### src/rtl/vend_fsm_param_if.sv
// Button/switch inputs and credit/dispense/change outputs of the vending controller.
// master = front panel side, slave = controller side.
interface vend_fsm_param_if #(
  parameter int unsigned N_ITEMS = 4,
  parameter int unsigned AMT_W   = 8
);
  logic [2:0]         coin_btn;
  logic               cancel;
  logic [N_ITEMS-1:0] sel;
  logic [AMT_W-1:0]   credit;
  logic [AMT_W-1:0]   price;
  logic [N_ITEMS-1:0] vend_led;
  logic [AMT_W-1:0]   change;
  logic               change_valid;
  logic               coin_reject;
  logic               busy;

  modport master (
    output coin_btn, cancel, sel,
    input  credit, price, vend_led, change, change_valid, coin_reject, busy
  );

  modport slave (
    input  coin_btn, cancel, sel,
    output credit, price, vend_led, change, change_valid, coin_reject, busy
  );
endinterface

### src/rtl/vend_fsm_param.sv
// Parametrised vending-machine controller: coin accumulation with ceiling,
// one-hot item select, multi-cycle dispense, cancel/refund and change output.
module vend_fsm_param #(
  parameter int unsigned N_ITEMS         = 4,
  parameter int unsigned AMT_W           = 8,
  parameter logic [N_ITEMS*AMT_W-1:0] PRICES = {8'd30, 8'd25, 8'd20, 8'd15},
  parameter int unsigned COIN0           = 5,
  parameter int unsigned COIN1           = 10,
  parameter int unsigned COIN2           = 25,
  parameter int unsigned MAX_CREDIT      = 95,
  parameter int unsigned DISPENSE_CYCLES = 2
) (
  input  logic              clk_1Hz,
  input  logic              clr,
  vend_fsm_param_if.slave   bus
);

  localparam int unsigned CNT_W = (DISPENSE_CYCLES > 1) ? $clog2(DISPENSE_CYCLES) : 1;
  localparam logic [CNT_W-1:0] CNT_LOAD = CNT_W'(DISPENSE_CYCLES - 1);
  localparam logic [AMT_W:0]   CEILING  = (AMT_W+1)'(MAX_CREDIT);
  localparam logic [AMT_W-1:0] C0 = AMT_W'(COIN0);
  localparam logic [AMT_W-1:0] C1 = AMT_W'(COIN1);
  localparam logic [AMT_W-1:0] C2 = AMT_W'(COIN2);

  typedef enum logic [1:0] {IDLE, CREDIT, VEND, CHANGE} state_t;

  state_t             state, state_d;
  logic [AMT_W-1:0]   credit_q, credit_d;
  logic [AMT_W-1:0]   change_q, change_d;
  logic [N_ITEMS-1:0] vend_q, vend_d;
  logic [CNT_W-1:0]   cnt_q, cnt_d;
  logic               reject_q, reject_d;
  logic [2:0]         coin_q;
  logic               cancel_q;

  logic [2:0]         coin_edge;
  logic               cancel_edge;
  logic               coin_any;
  logic [AMT_W-1:0]   coin_val;
  logic [AMT_W:0]     coin_sum;
  logic [AMT_W-1:0]   price_sel;
  logic [AMT_W-1:0]   price_out;
  logic               onehot;
  logic               sel_valid;

  assign coin_edge   = bus.coin_btn & ~coin_q;
  assign cancel_edge = bus.cancel & ~cancel_q;
  assign coin_any    = |coin_edge;

  always_comb begin
    price_sel = '0;
    for (int unsigned i = 0; i < N_ITEMS; i++) begin
      if (bus.sel[i]) price_sel = price_sel | PRICES[i*AMT_W +: AMT_W];
    end
    onehot    = (bus.sel != '0) && ((bus.sel & (bus.sel - N_ITEMS'(1))) == '0);
    sel_valid = onehot && (price_sel != '0);
    price_out = sel_valid ? price_sel : '0;
  end

  // Lowest-numbered button wins; other simultaneous edges are discarded.
  always_comb begin
    coin_val = '0;
    if (coin_edge[0])      coin_val = C0;
    else if (coin_edge[1]) coin_val = C1;
    else if (coin_edge[2]) coin_val = C2;
    coin_sum = {1'b0, credit_q} + {1'b0, coin_val};
  end

  always_comb begin
    state_d  = state;
    credit_d = credit_q;
    change_d = change_q;
    vend_d   = vend_q;
    cnt_d    = cnt_q;
    reject_d = 1'b0;
    case (state)
      IDLE, CREDIT: begin
        if (cancel_edge && (credit_q != '0)) begin
          state_d  = CHANGE;
          change_d = credit_q;
          credit_d = '0;
          reject_d = coin_any;
        end else if (sel_valid && (credit_q >= price_out)) begin
          state_d  = VEND;
          credit_d = credit_q - price_out;
          vend_d   = bus.sel;
          cnt_d    = CNT_LOAD;
          reject_d = coin_any;
        end else if (coin_any) begin
          if (coin_sum <= CEILING) begin
            credit_d = coin_sum[AMT_W-1:0];
            state_d  = CREDIT;
          end else begin
            reject_d = 1'b1;
          end
        end
      end
      VEND: begin
        reject_d = coin_any;
        if (cnt_q == '0) begin
          vend_d = '0;
          if (credit_q != '0) begin
            state_d  = CHANGE;
            change_d = credit_q;
            credit_d = '0;
          end else begin
            state_d = IDLE;
          end
        end else begin
          cnt_d = cnt_q - CNT_W'(1);
        end
      end
      CHANGE: begin
        reject_d = coin_any;
        state_d  = IDLE;
      end
      default: state_d = IDLE;
    endcase
  end

  // Edge registers reset high so a button held through reset is not counted.
  always_ff @(posedge clk_1Hz or posedge clr) begin
    if (clr) begin
      state    <= IDLE;
      credit_q <= '0;
      change_q <= '0;
      vend_q   <= '0;
      cnt_q    <= '0;
      reject_q <= 1'b0;
      coin_q   <= '1;
      cancel_q <= 1'b1;
    end else begin
      state    <= state_d;
      credit_q <= credit_d;
      change_q <= change_d;
      vend_q   <= vend_d;
      cnt_q    <= cnt_d;
      reject_q <= reject_d;
      coin_q   <= bus.coin_btn;
      cancel_q <= bus.cancel;
    end
  end

  assign bus.credit       = credit_q;
  assign bus.price        = price_out;
  assign bus.vend_led     = vend_q;
  assign bus.change       = change_q;
  assign bus.change_valid = (state == CHANGE);
  assign bus.coin_reject  = reject_q;
  assign bus.busy         = (state == VEND) || (state == CHANGE);

endmodule
### src/flat_wrapper.sv
// flat-port wrapper written by rule: the top's interface ports become plain ports
module vend_fsm_param_flat 
#(
  parameter int unsigned N_ITEMS         = 4,
  parameter int unsigned AMT_W           = 8,
  parameter logic [N_ITEMS*AMT_W-1:0] PRICES = {8'd30, 8'd25, 8'd20, 8'd15},
  parameter int unsigned COIN0           = 5,
  parameter int unsigned COIN1           = 10,
  parameter int unsigned COIN2           = 25,
  parameter int unsigned MAX_CREDIT      = 95,
  parameter int unsigned DISPENSE_CYCLES = 2
)
  (clk_1Hz, clr, bus_coin_btn, bus_cancel, bus_sel, bus_credit, bus_price, bus_vend_led, bus_change, bus_change_valid, bus_coin_reject, bus_busy);
  vend_fsm_param_if #(.N_ITEMS(N_ITEMS), .AMT_W(AMT_W)) bus_i ();
  input  logic clk_1Hz;
  input  logic clr;
  input wire logic [$bits(bus_i.coin_btn)-1:0] bus_coin_btn;
  input wire logic [$bits(bus_i.cancel)-1:0] bus_cancel;
  input wire logic [$bits(bus_i.sel)-1:0] bus_sel;
  output wire logic [$bits(bus_i.credit)-1:0] bus_credit;
  output wire logic [$bits(bus_i.price)-1:0] bus_price;
  output wire logic [$bits(bus_i.vend_led)-1:0] bus_vend_led;
  output wire logic [$bits(bus_i.change)-1:0] bus_change;
  output wire logic [$bits(bus_i.change_valid)-1:0] bus_change_valid;
  output wire logic [$bits(bus_i.coin_reject)-1:0] bus_coin_reject;
  output wire logic [$bits(bus_i.busy)-1:0] bus_busy;
  assign bus_i.coin_btn = bus_coin_btn;
  assign bus_i.cancel = bus_cancel;
  assign bus_i.sel = bus_sel;
  assign bus_credit = bus_i.credit;
  assign bus_price = bus_i.price;
  assign bus_vend_led = bus_i.vend_led;
  assign bus_change = bus_i.change;
  assign bus_change_valid = bus_i.change_valid;
  assign bus_coin_reject = bus_i.coin_reject;
  assign bus_busy = bus_i.busy;
  vend_fsm_param #(.N_ITEMS(N_ITEMS), .AMT_W(AMT_W), .PRICES(PRICES), .COIN0(COIN0), .COIN1(COIN1), .COIN2(COIN2), .MAX_CREDIT(MAX_CREDIT), .DISPENSE_CYCLES(DISPENSE_CYCLES)) u_core (.clk_1Hz(clk_1Hz), .clr(clr), .bus(bus_i));
endmodule
### config.mk
export PLATFORM = sky130hd
export DESIGN_NAME = vend_fsm_param_flat
export DESIGN_NICKNAME = d
export VERILOG_FILES = /design/src/rtl/vend_fsm_param_if.sv /design/src/rtl/vend_fsm_param.sv /design/src/flat_wrapper.sv
export SDC_FILE = /design/constraint.sdc
export NUM_CORES = 1
export LEC_CHECK = 0
export CAP_MARGIN = 30
export CORE_MARGIN = 2
export CORE_UTILIZATION = 51
export DETAILED_ROUTE_END_ITERATION = 8
export GPL_TIMING_DRIVEN = 0
export PLACE_DENSITY = 0.77
export SLEW_MARGIN = 20
export SYNTH_ARGS = -nofsm -noshare
export SYNTH_HDL_FRONTEND = slang
export SYNTH_SLANG_ARGS = --single-unit
export TNS_END_PERCENT = 30
### constraint.sdc
create_clock -name clk_1Hz -period 3.3 [get_ports clk_1Hz]
set_input_delay 0.66 -clock clk_1Hz [delete_from_list [all_inputs] [get_ports clk_1Hz]]
set_output_delay 0.66 -clock clk_1Hz [all_outputs]
set_load 0.01 [all_outputs]
After elaboration in Yosys (flattened, before gate mapping)
Index checks and enable logic that the tools add are counted.
{"block": "totals", "regBits": 28, "latchBits": 0, "ramBits": 0, "mem_bits_ro": 0, "out_inout_bits": 31, "elab_cells": 87, "memories": 0}
{"block": "op_classes", "add_sub_neg": 4, "n_mul": 0, "div": 0, "n_lt_le_gt_ge": 2, "n_eq_ne": 10, "shifts": 0, "muxes": 39, "bitwise": 5, "n_reduce_logical": 19}
{"cell": "two-way mux 8 bit", "n": 12}
{"cell": "one-hot mux 8 bit (2 select lines)", "n": 2}
{"cell": "two-way mux 5 bit", "n": 4}
{"cell": "two-way mux 4 bit", "n": 4}
{"cell": "nonzero test 8 bit", "n": 2}
{"cell": "two-way mux 2 bit", "n": 6}
{"cell": "adder 8 x 8 -> 9 bit", "n": 1}
{"cell": "less-or-equal comparator 9 x 7 -> 1 bit, second input constant", "n": 1}
{"cell": "greater-or-equal comparator 8 bit", "n": 1}
{"cell": "inequality test 4 x 1 -> 1 bit, second input constant", "n": 2}
{"cell": "one-hot mux 4 bit (2 select lines)", "n": 1}
{"cell": "AND reduction 4 bit", "n": 2}
{"cell": "subtractor 8 bit", "n": 1}
{"cell": "two-way mux 1 bit", "n": 7}
{"cell": "inequality test 2 x 1 -> 1 bit, second input constant", "n": 3}
{"cell": "one-hot mux 2 bit (3 select lines)", "n": 1}
{"cell": "AND reduction 3 bit", "n": 2}
{"cell": "AND reduction 5 bit", "n": 1}
{"cell": "bitwise AND 4 bit", "n": 1}
{"cell": "equality test 2 bit, second input constant", "n": 2}
{"cell": "logical AND 1 bit", "n": 4}
{"cell": "logical NOT 4 bit", "n": 1}
{"cell": "inequality test 2 bit, second input constant", "n": 2}
{"cell": "one-hot mux 1 bit (2 select lines)", "n": 2}
{"cell": "13 further kinds", "n": 14}

Depth between registers and ports, before layout
Gate-level depths: netlist of run 1.
{"block": "depth", "ltp_word": 12, "ltp_mapped": 16, "depth_no_buf": 14}

Worst setup path after synthesis of run 1
OpenSTA, ideal clock, no wires.
{"block": "synth_path", "kind": "input -> register", "start": "input bus_sel[2]", "end": "register u_core.credit_q[3] (netlist: u_core.bus.credit[3])", "arrival_time_ns": 3.564, "t_required_ns": 3.190, "setup_slack_ns": -0.374, "stages": 15, "n_path_buf": 1, "cell_sequence": "or2_2 > nor3_2 > nor2_1 > nor2_1 > ha_1 > inv_1 > fa_1 > a211oi_1 > nor2_1 > nor3_1 > nor2_4 > a221oi_4 > buf_6 > nand2_1 > o41ai_1"}
{"block": "synth_via", "elab_chain_len": 11}
{"element": "from (decl)", "line_no": "flat_wrapper.sv:19", "rtl": "input wire logic [$bits(bus_i.sel)-1:0] bus_sel;"}
{"element": "subtractor 4 x 1 -> 4 bit", "line_no": "vend_fsm_param.sv:55", "rtl": "onehot = (bus.sel != '0) && ((bus.sel & (bus.sel - N_ITEMS'(1))) == '0);"}
{"element": "bitwise AND 4 bit", "line_no": "vend_fsm_param.sv:55"}
{"element": "logical NOT 4 bit", "line_no": "vend_fsm_param.sv:55"}
{"element": "logical AND 1 bit", "line_no": "vend_fsm_param.sv:55"}
{"element": "logical AND 1 bit", "line_no": "vend_fsm_param.sv:56", "rtl": "sel_valid = onehot && (price_sel != '0);"}
{"element": "two-way mux 8 bit *", "line_no": "vend_fsm_param.sv:57", "rtl": "price_out = sel_valid ? price_sel : '0;"}
{"element": "via bus_price[0]", "line_no": "flat_wrapper.sv:21", "rtl": "output wire logic [$bits(bus_i.price)-1:0] bus_price;"}
{"element": "greater-or-equal comparator 8 bit", "line_no": "vend_fsm_param.sv:83", "rtl": "end else if (sel_valid && (credit_q >= price_out)) begin"}
{"element": "logical AND 1 bit", "line_no": "vend_fsm_param.sv:83"}
{"element": "two-way mux 8 bit", "line_no": "vend_fsm_param.sv:83"}
{"element": "two-way mux 8 bit", "line_no": "vend_fsm_param.sv:78", "rtl": "if (cancel_edge && (credit_q != '0)) begin"}
{"element": "one-hot mux 8 bit (2 select lines)", "line_no": "vend_fsm_param.sv:76", "rtl": "case (state)"}
{"element": "to (signal assigned)", "line_no": "vend_fsm_param.sv:134", "rtl": "credit_q <= credit_d;"}
{"element": "to (decl)", "line_no": "vend_fsm_param.sv:28", "rtl": "logic [AMT_W-1:0] credit_q, credit_d;"}
Mark *: on every way through the listed nets, which the timed path passes. The rest lies on a longest branch.
A chain may end at the register's enable or synchronous reset.

Worst setup path in the final report of run 1
{"block": "layout_path", "start": "input bus_coin_btn[2]", "end": "register u_core.credit_q[5] (netlist: u_core.bus.credit[5])"}
{"block": "layout_via", "elab_chain_len": 10}
{"element": "from (decl)", "line_no": "flat_wrapper.sv:17", "rtl": "input wire logic [$bits(bus_i.coin_btn)-1:0] bus_coin_btn;"}
{"element": "bitwise AND 3 bit *", "line_no": "vend_fsm_param.sv:46", "rtl": "assign coin_edge = bus.coin_btn & ~coin_q;"}
{"element": "parallel branches: the longest is 9 deep, another holds adder 8 x 8 -> 9 bit"}
Every way passes the cells marked *. The select of a mux whose other input is x is not followed.

==> results_dict.tcl, run 1 <==
set metrics [dict create \
    ant_nets 0 \
    fin_crit_ns 3.29 \
    holdPathStages 2 \
    crit_arrival_ns 3.50 \
    path_max_fanout 7 \
    fmax_ghz 0.304 \
    synth_edf_count 0 \
    cts_buffers 3 \
    utilization 0.771 \
    grt_use_met2 0.431 \
    final_common_cell "clkdlybuf4s50_1" \
    grt_pass1_wl_um 8420 \
    ys_types 53 \
    hold_viol 0 \
    clk_pin_slew_ns 0.10 \
    cp.required_ns 3.51 \
    regArea_sq_um 706 \
    clockBufferDepth 2 \
    syn_avg_cell_area_sq_um 8.94 \
    end_kind "flop" \
    rsz0062_at_grt "yes" \
    synth_seq_cells 28 \
    p_int_mw 1.41 \
    start_util 0.539 \
    drt_first_pass_iters 4 \
    power_frac_clock 0.085 \
    root_buffer "clkbuf_8" \
    place_inst 311 \
    rows 22 \
    pin_count 41 \
    first_iter_violations 139 \
    startpoint "bus_coin_btn[2]" \
    antenna_found_initial 0 \
    async_flop_share 1.00 \
    grt.busiest_layer "met2" \
    drive_gt1_frac 0.304 \
    vias_per_cell 5.77 \
    fillers 269 \
    num_vias 1927 \
    die_area_sq_mm 0.00444 \
    ir_worst_vdd_uv 696 \
    dp_slack_ns -0.919 \
    fin_hold_ws_ns 0.486 \
    hpwl_um 3630 \
    syn-cell-area_sq_mm 0.00200 \
    fp.dieH_um 66.7 \
    r2r_slack_ns 0.20 \
    grtUsageMet1 0.328 \
    r2r_end "u_core.bus.credit[5]" \
    syn2layout_area_growth_pct 43.1 \
    yosysSeqAreaShare 0.353 \
    tightest_slew_ns 0.570 \
    diodes 0 \
    nets 309 \
    combinationalPowerShare 0.684 \
    stdcell_count 334 \
    routabilityCongestion 0.842 \
    relSlewSlack 0.620 \
    post_drt_wl_per_cell_um 16.0 \
    min_to "u_core.bus.vend_led[0]" \
    syn_inst 224 \
    power.total_mw 2.54 \
    die_x_um 66.7 \
    final-setup-viol-count 0 \
    outcome "completed" \
    layout_common_cells "clkdlybuf4s50_1, dfrtp_1, nor2_1, buf_4, nand2_1" \
    reg2reg_depth 12 \
    power_density_mw_per_mm2 886 \
    swShare 0.446 \
    crit_type "in2reg" \
    hp-class "reg2reg" \
    pwr-share-seq 0.231 \
    post-route-drc-count 0 \
    grt_overflow 0 \
    power.net_switching_mw 1.13 \
    grt_pass1_vias 1740 \
    port_buffers 36 \
    synth_flop_cell "dfrtp_1" \
    finalClockSkew_ns 0.00786 \
    drt_wl_total_um 5340 \
    r2r-start "u_core.coin_q[1]" \
    p_leak_nw 1.26 \
    start_kind "input pin" \
    post-route-period-util 0.996 \
    multi_input_area_sq_mm 0.00139 \
    htreeDepth 1 \
    core_area_sq_mm 0.00372 \
    grtUsageMet3 0.0355 \
    cts_sinks 28 \
    cap_viol_max_count 0 \
    grtUsageTotal 0.249 \
    slew_violations 0 \
    min_from "u_core.bus.vend_led[0]" \
    ys.warnings.count 0 \
    worstSkewPairLatency_ns 0.28 \
    fin_ws_ns 0.0128 \
    cts_tree "yes" \
    grt_max_degree 18 \
]
==> cells in the mapped netlist (all sizes together) (3+ instances only) <==
cell    count  area share
nor2       26       0.052
nand2      22       0.041
nor2b       4       0.012
nand2b      4       0.012
xnor2       3       0.013
o21ai      17       0.042
nand3       4       0.010
dfrtp      24        0.30
ha         10       0.063
nor3        6       0.017
o21a        3       0.011
mux2        8       0.045
buf         8       0.027
a211oi      8       0.038
o31ai       3       0.011
a21oi      14       0.037
inv        14       0.026
a21o        3       0.011
dfstp       4       0.052
xor2        3       0.013
==> cell families after synthesis <==
| kind of cell | synth area share |
|---|---|
| simple gates | 0.194 |
| compound gates | 0.236 |
| flops | 0.353 |
| buf+inv | 0.0569 |
| fa+ha+maj | 0.0825 |
| mux | 0.0500 |
| xor+xnor | 0.0263 |
| other cells | 0.00187 |
==> per-stage QoR <==
stage / instance area (sq um) / setup TNS [ns]
after floorplan: 2080 / -0.537
after global placement: 2500 / -11.97
after detailed placement: 2520 / -12.49
after CTS: 2700 / 0
after global routing: 2870 / -0.291
final: 2870 / 0
==> worst max path at each step <==
stage	endpoint	slack (ns)	cells after the start
floorplan	u_core.bus.credit[3]	-0.08	15
global placement	u_core.bus.credit[1]	-0.90	16
detailed placement	u_core.bus.credit[1]	-0.92	16
CTS	u_core.bus.credit[5]	0.04	11
global route	u_core.bus.credit[7]	-0.09	12
finish	u_core.bus.credit[5]	0.01	13
==> cell type report <==
| class | count | share of cell area |
|---|---|---|
| multi-input combinational | 174 | 0.485 |
| sequential | 28 | 0.246 |
| timing repair buffer | 56 | 0.189 |
| buffer | 10 | 0.0214 |
| tap | 48 | 0.0210 |
| clock buffer | 4 | 0.0192 |
| inverter | 14 | 0.0183 |
==> critical path, cell delays in order <==
cell and delay (ns):
dlygate4sd2_1 0.25, nor2b_2 0.17, nand2_2 0.08, nand2b_4 0.07, ha_4 0.17, fa_2 0.40, a21oi_1 0.21, o21a_1 0.25
nand2_1 0.11, a211oi_2 0.35, a221oi_4 0.17, or4_1 0.52, o21ai_1 0.10
==> state kept, by name, summed over array words and instances (netlist names) <==
register / count
u_core.bus.change: 8
u_core.bus.coin_reject: 1
u_core.bus.credit: 8
u_core.bus.vend_led: 4
u_core.cancel_q: 1
u_core.cnt_q: 1
u_core.coin_q: 3
u_core.state: 2
==> timing repair <==
item                                   CTS  global route
resized for setup                       29            25
pin swaps                               16            13
gates cloned                             1             0
hold buffers                             0             0
setup buffers                            8            10
endpoints found under the hold margin    0             0
setup endpoints to repair               16            14
==> routing by layer <==
layer  up-vias  routed length (um)
met5         -                   0
met3        17                 239
met2        69                2630
met1       919                2340
li1        922                   -
met4         0                 129
==> power by group through the flow <==
stage | clock, mW | sequential (mW) | combinational, mW
after floorplan | 0 | 0.607 | 0.939
after global placement | 0 | 0.582 | 1.41
after detailed placement | 0 | 0.589 | 1.42
after CTS | 0.220 | 0.585 | 1.53
after global routing | 0.231 | 0.603 | 1.89
final | 0.216 | 0.587 | 1.74
(Power assumes the default switching activity.)
==> inputs of run 2 (changes only) <==
--- a/config.mk
+++ b/config.mk
@@ -11,7 +11,6 @@
 export DETAILED_ROUTE_END_ITERATION = 8
 export GPL_TIMING_DRIVEN = 0
 export PLACE_DENSITY = 0.77
-export SLEW_MARGIN = 20
 export SYNTH_ARGS = -nofsm -noshare
 export SYNTH_HDL_FRONTEND = slang
 export SYNTH_SLANG_ARGS = --single-unit
==> results of run 2 <==
Same layout as run 1: the final DEF is identical, and so are final timing and power.
==> inputs of run 3 (changes only) <==
--- a/config.mk
+++ b/config.mk
@@ -7,11 +7,10 @@
 export LEC_CHECK = 0
 export CAP_MARGIN = 30
 export CORE_MARGIN = 2
-export CORE_UTILIZATION = 51
+export CORE_UTILIZATION = 48
 export DETAILED_ROUTE_END_ITERATION = 8
 export GPL_TIMING_DRIVEN = 0
-export PLACE_DENSITY = 0.77
+export PLACE_DENSITY = 0.73
 export SYNTH_ARGS = -nofsm -noshare
 export SYNTH_HDL_FRONTEND = slang
 export SYNTH_SLANG_ARGS = --single-unit
-export TNS_END_PERCENT = 30
==> run 3 against run 2 <==
The flow now finishes with violations (setup timing). Worst hold slack gained 0.00073 ns. Cell count grew 1.5%. Via count grew 2.4%. Core utilization shrank 1.9 points. Total power grew 12%. Sequential power grew 1%. Non-clock buffer count grew 3. Worst setup slack lost 0.18 ns. Critical path depth grew 4. Maximum frequency shrank 5.3%.
==> results_dict.tcl, run 3 (synthesis results as in run 1) <==
set metrics [dict create \
    max_stage_delay_ns 0.42 \
    grt_pass1_wl_um 8280 \
    drt_wl_total_um 5910 \
    path_cells "buf_12 -> or2_4 -> nor3_4 -> nor2_4 -> nor2_4 -> ha_4 -> inv_2 -> fa_2 -> a211oi_4 -> nor2_4 -> buf_12 -> nor3_4 -> nor2_4 -> buf_4 -> a211oi_1 -> a21oi_1 -> o31ai_1" \
    cp.required_ns 3.47 \
    post_dp_cell_area_sq_mm 0.00253 \
    layout_common_cells "clkdlybuf4s50_1, dfrtp_1, nor2_1, buf_4, nand2_1" \
    num_vias 1974 \
    end_kind "flop" \
    post_drt_wl_per_cell_um 17.4 \
    grt_pass1_vias 1786 \
    clk_pin_slew_ns 0.10 \
    routabilityCongestion 0.858 \
    cts_buffers 3 \
    cts_hold_buf 0 \
    slew_violations 0 \
    hpwl_um 3570 \
    post-route-drc-count 0 \
    slowest_stage "fa_2" \
    root_buffer "clkbuf_8" \
    drive_gt1_frac 0.325 \
    worstSkewPairLatency_ns 0.28 \
    fp.dieH_um 68.6 \
    fmax_ghz 0.288 \
    final_common_cell "clkdlybuf4s50_1" \
    ir_worst_vdd_uv 557 \
    diodes 0 \
    power.net_switching_mw 1.23 \
    ant_nets 0 \
    rsz0062_at_grt "yes" \
    nets 312 \
    final_cell_area_sq_mm 0.00301 \
    clockBufferDepth 2 \
    start_util 0.500 \
    tns_ns -0.480 \
    antenna_found_initial 0 \
    first_iter_violations 178 \
    die_x_um 68.6 \
    cts_sinks 28 \
    fin_crit_ns 3.47 \
    grtUsageTotal 0.236 \
    dp_slack_ns -0.923 \
    drt_first_pass_iters 5 \
    vias_per_cell 5.82 \
    p_int_mw 1.60 \
    rows 23 \
    critical-path-top-delay-family "simple AND/OR/NAND/NOR gates" \
    die_area_sq_mm 0.00470 \
    power_density_mw_per_mm2 942 \
    violations "setup timing" \
    path_max_fanout 6 \
    fin_ws_ns -0.172 \
    final-setup-viol-count 7 \
    fillers 274 \
    crit_arrival_ns 3.64 \
    start_kind "input pin" \
    place_inst 313 \
    swShare 0.435 \
    syn2layout_area_growth_pct 50.2 \
    hold_viol 0 \
    pin_count 41 \
    port_buffers 36 \
    core_area_sq_mm 0.00400 \
    crit_type "in2reg" \
    hp-class "reg2reg" \
    cap_viol_max_count 0 \
    grt_max_degree 19 \
    path_common_cell "nor2_4" \
    htreeDepth 1 \
    stdcell_count 339 \
    pwr-share-seq 0.209 \
    post-route-period-util 1.05 \
    grt_overflow 0 \
    utilization 0.752 \
    cts_tree "yes" \
    p_leak_nw 1.31 \
    outcome "finished, violations left" \
    critPathBufInv 4 \
    power_frac_clock 0.096 \
    finalClockSkew_ns 0.0124 \
    combinationalPowerShare 0.695 \
]
==> run 3: cell types whose count changed in the layout (fill, tap and decap cells not counted), moves of 2 or more <==
cell      delta
a211oi_2     -2
o21ai_1      -2
a211oi_4     +2
ha_4         +2
==> run 3: path summary, 6_finish.rpt <==
kind | start | to | slack, ns | cells past startpoint
max in group asynchronous | clr | u_core.coin_q[0] | 2.07 | 3
max | bus_sel[3] | u_core.bus.credit[4] | -0.17 | 17
max reg2reg | u_core.coin_q[1] | u_core.bus.credit[4] | 0.20 | 13
min | u_core.bus.vend_led[1] | u_core.bus.vend_led[1] | 0.49 | 2
min in group asynchronous | clr | u_core.bus.change[7] | 0.68 | 2
min reg2reg | u_core.bus.vend_led[1] | u_core.bus.vend_led[1] | 0.49 | 2
==> run 3: per-layer routing <==
layer | vias to the layer above | share of wire | track usage
li1 | 919 | - | -
met1 | 926 | 0.41 | 0.300
met2 | 111 | 0.49 | 0.406
met3 | 18 | 0.079 | 0.0455
met4 | 0 | 0.026 | 0.0625
met5 | - | 0 | 0
==> run 3: repair_timing <==
action	in CTS	in global routing
endpoints found under the setup margin	16	13
gates resized for setup	40	26
buffers inserted	9	12
pin swaps	16	16
cloned	0	1
==> run 3: power by group through the flow <==
stage	Clock (mW)	Sequential, mW	Combinational, mW
finish	0.272	0.593	1.97
global route	0.291	0.607	2.11
CTS	0.282	0.584	1.61
detailed placement	0	0.586	1.43
global placement	0	0.581	1.42
floorplan	0	0.607	0.939
==> run 3: through the flow <==
step           hold slack (ns)  total power, mW
2_1_floorplan            0.497             1.55
3_3_place_gp             0.466             2.00
3_5_place_dp             0.472             2.02
4_1_cts                  0.496             2.48
5_1_grt                  0.516             3.00
6_report                 0.486             2.83
==> run 3: tightest hold or removal path, delay by kind of cell, from the launching register on <==
kind / cells / cell delay (ns)
simple gates: 1 / 0.05
flops: 1 / 0.36
compound gates: 1 / 0.05
==> run 3: area by class of cell <==
| class | count | area [sq um] | share of cell area |
|---|---|---|---|
| inverters | 14 | 52.6 | 0.0175 |
| plain buffers | 10 | 65.1 | 0.0216 |
| flip-flops and latches | 28 | 706 | 0.235 |
| multi-input cells | 174 | 1450 | 0.482 |
| clock inverters | 1 | 30.0 | 0.00998 |
| repair buffers | 59 | 601 | 0.200 |
| clock buffers | 3 | 41.3 | 0.0137 |
| well taps | 50 | 62.6 | 0.0208 |
